### src/rtl/router_fsm.sv
// router_fsm: control FSM for the 1x3 router input path. Decodes the header
// address, sequences header/payload/parity/check phases and drives the
// register strobes, FIFO write enable and the busy back-pressure flag.
module router_fsm (
  input  logic       clock,
  input  logic       resetn,
  input  logic       pkt_valid,
  input  logic [1:0] data_in,
  input  logic       fifo_full,
  input  logic       fifo_empty_0,
  input  logic       fifo_empty_1,
  input  logic       fifo_empty_2,
  input  logic       soft_reset_0,
  input  logic       soft_reset_1,
  input  logic       soft_reset_2,
  input  logic       parity_done,
  input  logic       low_pkt_valid,
  output logic       write_enb_reg,
  output logic       detect_add,
  output logic       lfd_state,
  output logic       ld_state,
  output logic       laf_state,
  output logic       full_state,
  output logic       rst_int_reg,
  output logic       busy
);

  localparam int unsigned AddrW = 2;

  typedef enum logic [2:0] {
    DA  = 3'd0,
    LFD = 3'd1,
    LD  = 3'd2,
    FFS = 3'd3,
    LAF = 3'd4,
    LP  = 3'd5,
    CPE = 3'd6,
    WTE = 3'd7
  } state_t;

  state_t           state_q;
  state_t           state_d;
  logic [AddrW-1:0] addr_q;
  logic [AddrW-1:0] empty_addr;
  logic             fifo_empty_sel;
  logic             soft_reset_sel;

  // Empty flag of the destination: header bits while decoding, latched address afterwards.
  always_comb begin
    empty_addr     = (state_q == DA) ? data_in : addr_q;
    fifo_empty_sel = 1'b0;
    case (empty_addr)
      2'd0:    fifo_empty_sel = fifo_empty_0;
      2'd1:    fifo_empty_sel = fifo_empty_1;
      2'd2:    fifo_empty_sel = fifo_empty_2;
      default: fifo_empty_sel = 1'b0;
    endcase
  end

  // Soft reset of the latched destination only; other FIFOs' timeouts are ignored.
  always_comb begin
    soft_reset_sel = 1'b0;
    case (addr_q)
      2'd0:    soft_reset_sel = soft_reset_0;
      2'd1:    soft_reset_sel = soft_reset_1;
      2'd2:    soft_reset_sel = soft_reset_2;
      default: soft_reset_sel = 1'b0;
    endcase
  end

  // Next-state logic; a soft reset outside DA overrides every other transition.
  always_comb begin
    state_d = state_q;
    if ((state_q != DA) && soft_reset_sel) begin
      state_d = DA;
    end else begin
      case (state_q)
        DA: begin
          if (pkt_valid && (data_in != 2'd3)) begin
            state_d = fifo_empty_sel ? LFD : WTE;
          end
        end
        LFD: state_d = LD;
        LD: begin
          if (fifo_full) begin
            state_d = FFS;
          end else if (!pkt_valid) begin
            state_d = LP;
          end
        end
        FFS: begin
          if (!fifo_full) begin
            state_d = LAF;
          end
        end
        LAF: begin
          if (parity_done) begin
            state_d = DA;
          end else if (low_pkt_valid) begin
            state_d = LP;
          end else begin
            state_d = LD;
          end
        end
        LP:  state_d = CPE;
        CPE: state_d = fifo_full ? FFS : DA;
        WTE: begin
          if (fifo_empty_sel) begin
            state_d = LFD;
          end
        end
        default: state_d = DA;
      endcase
    end
  end

  // State, address latch and Moore outputs registered from the next state.
  always_ff @(posedge clock or negedge resetn) begin
    if (!resetn) begin
      state_q       <= DA;
      addr_q        <= '0;
      detect_add    <= 1'b1;
      lfd_state     <= 1'b0;
      ld_state      <= 1'b0;
      laf_state     <= 1'b0;
      full_state    <= 1'b0;
      rst_int_reg   <= 1'b0;
      write_enb_reg <= 1'b0;
      busy          <= 1'b0;
    end else begin
      state_q <= state_d;
      if ((state_q == DA) && pkt_valid) begin
        addr_q <= data_in;
      end
      detect_add    <= (state_d == DA);
      lfd_state     <= (state_d == LFD);
      ld_state      <= (state_d == LD);
      laf_state     <= (state_d == LAF);
      full_state    <= (state_d == FFS);
      rst_int_reg   <= (state_d == CPE);
      write_enb_reg <= (state_d == LD) || (state_d == LP) || (state_d == LAF);
      busy          <= (state_d == LFD) || (state_d == FFS) || (state_d == LAF) ||
                       (state_d == LP)  || (state_d == CPE) || (state_d == WTE);
    end
  end

endmodule

### config.mk
export PLATFORM = sky130hd
export DESIGN_NAME = router_fsm
export DESIGN_NICKNAME = d
export VERILOG_FILES = /design/src/rtl/router_fsm.sv
export SDC_FILE = /design/constraint.sdc
export NUM_CORES = 1
export LEC_CHECK = 0
export BUFFER_PORTS_ARGS = -buffer_cell sky130_fd_sc_hd__buf_2
export CORE_UTILIZATION = 47
export CTS_BUF_LIST = sky130_fd_sc_hd__clkbuf_8
export DETAILED_ROUTE_END_ITERATION = 6
export GPL_TIMING_DRIVEN = 0
export PLACE_DENSITY_LB_ADDON = 0.15
export SYNTH_ARGS = -nofsm -noshare
export SYNTH_HDL_FRONTEND = slang
export SYNTH_SLANG_ARGS = --single-unit
### constraint.sdc
create_clock -name clock -period 1.45 [get_ports clock]
set_input_delay 0 -clock clock [delete_from_list [all_inputs] [get_ports clock]]
set_output_delay 0 -clock clock [all_outputs]
set_load 0.03 [all_outputs]
=== After elaboration in Yosys (flattened, before gate mapping) ===
Cells that the tools add are included.

* Reduce and logical (&&, ||, !) cells: 15
* Equality and inequality tests: 19
* Muxes and demuxes: 14

{| class="wikitable"
|+ Operators by type and width
! kind !! count
|-
| 2-to-1 mux 3 bit || 9
|-
| == test 3 bit, second input constant || 8
|-
| case mux 3 bit (8 select lines) || 1
|-
| == test 3 x 2 -> 1 bit, second input constant || 4
|-
| logical OR 1 bit || 7
|-
| == test 3 x 1 -> 1 bit, second input constant || 2
|-
| logical NOT 3 bit || 2
|-
| case mux 1 bit (3 select lines) || 2
|-
| == test 2 x 1 -> 1 bit, second input constant || 2
|-
| == test 2 bit, second input constant || 2
|-
| logical NOT 2 bit || 2
|-
| 2-to-1 mux 2 bit || 2
|-
| logical AND 1 bit || 3
|-
| nonzero test 3 bit || 1
|-
| != test 2 bit, second input constant || 1
|}

* Output and inout port bits: 8
* Register bits after elaboration: 13
* Logic and storage cells: 58

=== Longest topological paths before layout ===
* Depth in word-level cells: 14
* Depth in mapped cells: 6
* Mapped depth without buffers: 5

=== Worst setup path after synthesis ===
No wires, ideal clock.

* Path type: reg-to-reg
* Start point: reg addr_q[1]
* End point: reg lfd_state
* Required time: 1.331 ns
* Setup slack: -0.053 ns
* Setup time: 0.119 ns
* Arrival time: 1.384 ns
* Stages on the path, launching flop included: 6
* Buffers on the path: 0
* Cells stage by stage: dfrtp_1 -> mux2_2 -> a221o_1 -> o21ai_0 -> o21ai_1 -> and2_1

* Word-level cells in the longest chain between the ends: 8
* Elaborated cells between the ends (all ways): 16

{| class="wikitable"
|+ RTL lines
! what !! line !! source
|-
| start, declared || 43 || <nowiki>logic [AddrW-1:0] addr_q;</nowiki>
|-
| start signal, assigned || 133 || <nowiki>addr_q <= data_in;</nowiki>
|-
| 2-to-1 mux 2 bit || 50 || <nowiki>empty_addr = (state_q == DA) ? data_in : addr_q;</nowiki>
|-
| == test 2 bit, or another cell as far along || 52 || <nowiki>case (empty_addr)</nowiki>
|-
| case mux 1 bit (3 select lines) || 52 ||
|-
| 2-to-1 mux 3 bit || 80 || <nowiki>state_d = fifo_empty_sel ? LFD : WTE;</nowiki>
|-
| 2-to-1 mux 3 bit || 79 || <nowiki>if (pkt_valid && (data_in != 2'd3)) begin</nowiki>
|-
| case mux 3 bit (8 select lines) || 77 || <nowiki>case (state_q)</nowiki>
|-
| 2-to-1 mux 3 bit * || 74 || <nowiki>if ((state_q != DA) && soft_reset_sel) begin</nowiki>
|-
| == test 3 x 1 -> 1 bit * || 136 || <nowiki>lfd_state <= (state_d == LFD);</nowiki>
|-
| end signal, assigned || 136 ||
|-
| end, declared || 20 || <nowiki>output logic lfd_state,</nowiki>
|}

Mark *: on every way between the ends. The rest lies on a longest branch, timed or not.
A chain may end at the register's enable or synchronous reset.

=== Worst setup path in the final report ===
* Start point: reg addr_q[1]
* End point: reg lfd_state

* Elaborated cells between the ends (all ways): 16

{| class="wikitable"
|+ RTL lines
! what !! line !! source
|-
| 2-to-1 mux 2 bit || 50 ||
|-
| == test 2 bit, or another cell as far along || 52 ||
|-
| case mux 1 bit (3 select lines) || 52 ||
|-
| 2-to-1 mux 3 bit || 108 || <nowiki>if (fifo_empty_sel) begin</nowiki>
|-
| case mux 3 bit (8 select lines) || 77 ||
|-
| 2-to-1 mux 3 bit * || 74 ||
|-
| net state_d[0] || 42 || <nowiki>state_t state_d;</nowiki>
|-
| == test 3 x 1 -> 1 bit * || 136 ||
|}

The timed path passes the listed nets; every way through them passes the cells marked *.

==> metrics <==
Comb pwr share ~63%; PwrDens around 2300 mW/mm²; GRT Resource Usage Total a little over 20%; NumNets Final roughly 130; crit path launch type flip-flop; Post-DRT Antenna Nets 0; maximum VDD drop roughly 0.0017 V; start of the worst register-to-register path addr_q[1]; CTS Buffer Depth 2; Residual DRC 0; routed len/inst 13.4 µm; row cnt 14; CP delay by family, top flip-flops; WP data arrival 1740 ps; largest net degree at the start of global routing 14; unique cell type count in the Yosys netlist 34; crit path max-delay cell type dfrtp_1; # port buffers 21; starting density of the core 50.5%; utilization after layout between 70 and 80%; CP Cell Sequence mux2_4 > a221o_1 > and2_4 > nor2_4 > and2_1; final number of setup-violating endpoints 6; H-Tree Level Count 1; syn_area_per_cell around 9.5 µm²; Post-Syn Instances 80; Largest register FFs 3; max-slew violation count 0; Via Count ~700; DR pass1 iterations 4; Post-Place Worst Slack -150 ps; max_slew headroom about two thirds; DR iter-0 viols 7; clock power share about an eighth; Die ar. ~0.0018 mm²; Num CTS Buffers 3; Buf/Inv on CP 0; crit end category flip-flop; Crit. Startpoint addr_q[1]; Largest Register state_q; Reg clk slew, reported paths 50 ps; Hold Startpoint data_in[0]; Cell Int Power about 1.4 mW; Die Ht around 42 µm; post-synthesis sequential area ratio between 40% and 50%; Least-Margin Pin Slew 494 ps; Via density roughly 5.5; Yosys Warn Count 0; vias in the first global route about 650; top flop regs state_q (3), addr_q (2); share of post-route cells with drive strength above 1 52.3%; RSZ-0062 raised after global routing true; Synth Register Bits 13; Clk Latency, worst-skew pair 240 ps; outcome finished with violations; net switching power 1.07 mW; total gr overflow 0; worst-case clock skew about 6.8 ps; # diodes 0; dominant synthesized flop cell dfrtp_1; MaxCap Viol Count 0; maximum clock rate 640 MHz; cell area after layout roughly 0.0011 mm²; minimum clock period ~1600 ps; asr flop ratio synth between 90% and 100%; violated checks negative setup slack; worst-path maximum fanout 4; core area about 0.0015 mm²; Tcrit/Tclk final 108%; Setup WS post-layout -113 ps; Sum Neg Setup Slack -272 ps; Synth Net Count 94; Fin. Hold Viols 0; Setup CP Type flip-flop to flip-flop; Die Wd around 42 µm; P_leak 0.524 nW; Flop pwr share around a quarter; Post-synth EDFFs 0; P&R area growth vs syn 40.1%; Post-DP HPWL roughly 1100 µm; CTS tree yes; Cell Area, Synth around 760 µm²; DP Area between 800 and 900 µm²; Root Buffer clkbuf_8; first-pass GRT wire length ~2700 µm; Ports 22; initial antenna violation count 0; GP Congestion about 0.86; final WL approximately 1700 µm; clk sinks 13; required time worst endpoint roughly 1600 ps; crit-path max cell delay around 420 ps; hold crit path type primary input to flip-flop; Sw Ratio 43.1%
==> path summary, 6_finish.rpt <==
path | end | slack (ps) | cells past startpoint
max | lfd_state | -110 | 5
min | addr_q[0] | 50 | 2
max reg2reg | lfd_state | -110 | 5
min reg2reg | addr_q[0] | 540 | 1
max in group asynchronous | detect_add | 1000 | 2
min in group asynchronous | rst_int_reg | 160 | 2
==> stage by stage <==
step	hold slack [ps]	instances	total power, mW
CTS	43.6	127	2.30
finish	48.4	127	2.47
global route	63.9	127	2.65
floorplan	-296	80	1.57
global placement	-107	117	1.81
detailed placement	-107	117	1.83
==> kinds of logic (layout without fill, tap and decap cells) <==
| family | after synthesis | count (layout) | synth area share [%] |
|---|---|---|---|
| buf+inv | 8 | 39 | 6.74 |
| simple gates | 35 | 35 | 24.7 |
| mux | 5 | 5 | 7.73 |
| flops | 13 | 13 | 42.9 |
| compound gates | 19 | 19 | 17.9 |
==> worst register-to-register path, cell delays in order, from the launching register on <==
cell	delay (ps)
dfrtp_1	420
mux2_4	310
a221o_1	370
and2_4	180
nor2_4	100
and2_1	130
==> cell usage in the layout (no fill, tap or decap), drive strengths merged, types with 2 or more instances in the layout <==
| cell type | instances |
|---|---|
| a21oi | 2 |
| a221o | 2 |
| and2 | 4 |
| buf | 28 |
| clkbuf | 4 |
| dfrtp | 12 |
| inv | 6 |
| mux2 | 4 |
| nand2 | 9 |
| nand3 | 3 |
| nor2 | 9 |
| nor2b | 3 |
| nor3 | 3 |
| o21ai | 9 |
==> metal layers <==
layer	vias to the layer above	track usage, %	share of wire (%)	wire (µm)
met1	340	24.6	40	675
met2	17	34.8	55	942
met5	-	0	0	0
li1	338	-	-	-
met4	0	1.88	0	0
met3	0	8.19	4.9	84
==> cell type report <==
type,instances,area [µm²]
Inverter,5,18.8
Clock inverter,1,3.75
Multi-Input combinational cell,59,470
Tap cell,16,20.0
Sequential cell,13,327
Clock buffer,3,41.3
Buffer,2,25.0
Timing Repair Buffer,28,160
Fill cell,119,440
==> what timing repair did <==
action,4_1_cts,5_1_grt
endpoints found under the setup margin,7,10
resized for setup,7,15
endpoints found under the hold margin,13,0
pin swaps,10,2
hold buffers,1,0
buffers inserted,5,1
gates cloned,0,0
==> power groups by stage <==
stage	Combinational, mW	Sequential, mW	Clock (mW)
2_1_floorplan	0.813	0.756	0
3_3_place_gp	1.22	0.589	0
3_5_place_dp	1.24	0.594	0
4_1_cts	1.40	0.593	0.306
5_1_grt	1.70	0.618	0.329
6_report	1.56	0.609	0.300
==> synth_stat cells (2+ instances only) <==
cell type  count  area share, %
inv_1          5            2.5
and2_1         2            1.6
nand3_1        3            2.0
a221o_1        2            2.6
nand2_1        9            4.4
nor3_1         2            1.3
nor2b_1        3            2.5
dfrtp_1       12             39
a21oi_1        2            1.3
mux2_2         3            4.4
nor2_1         8            3.9
o21ai_0        7            4.6
Power figures use the tool's default switching activity.
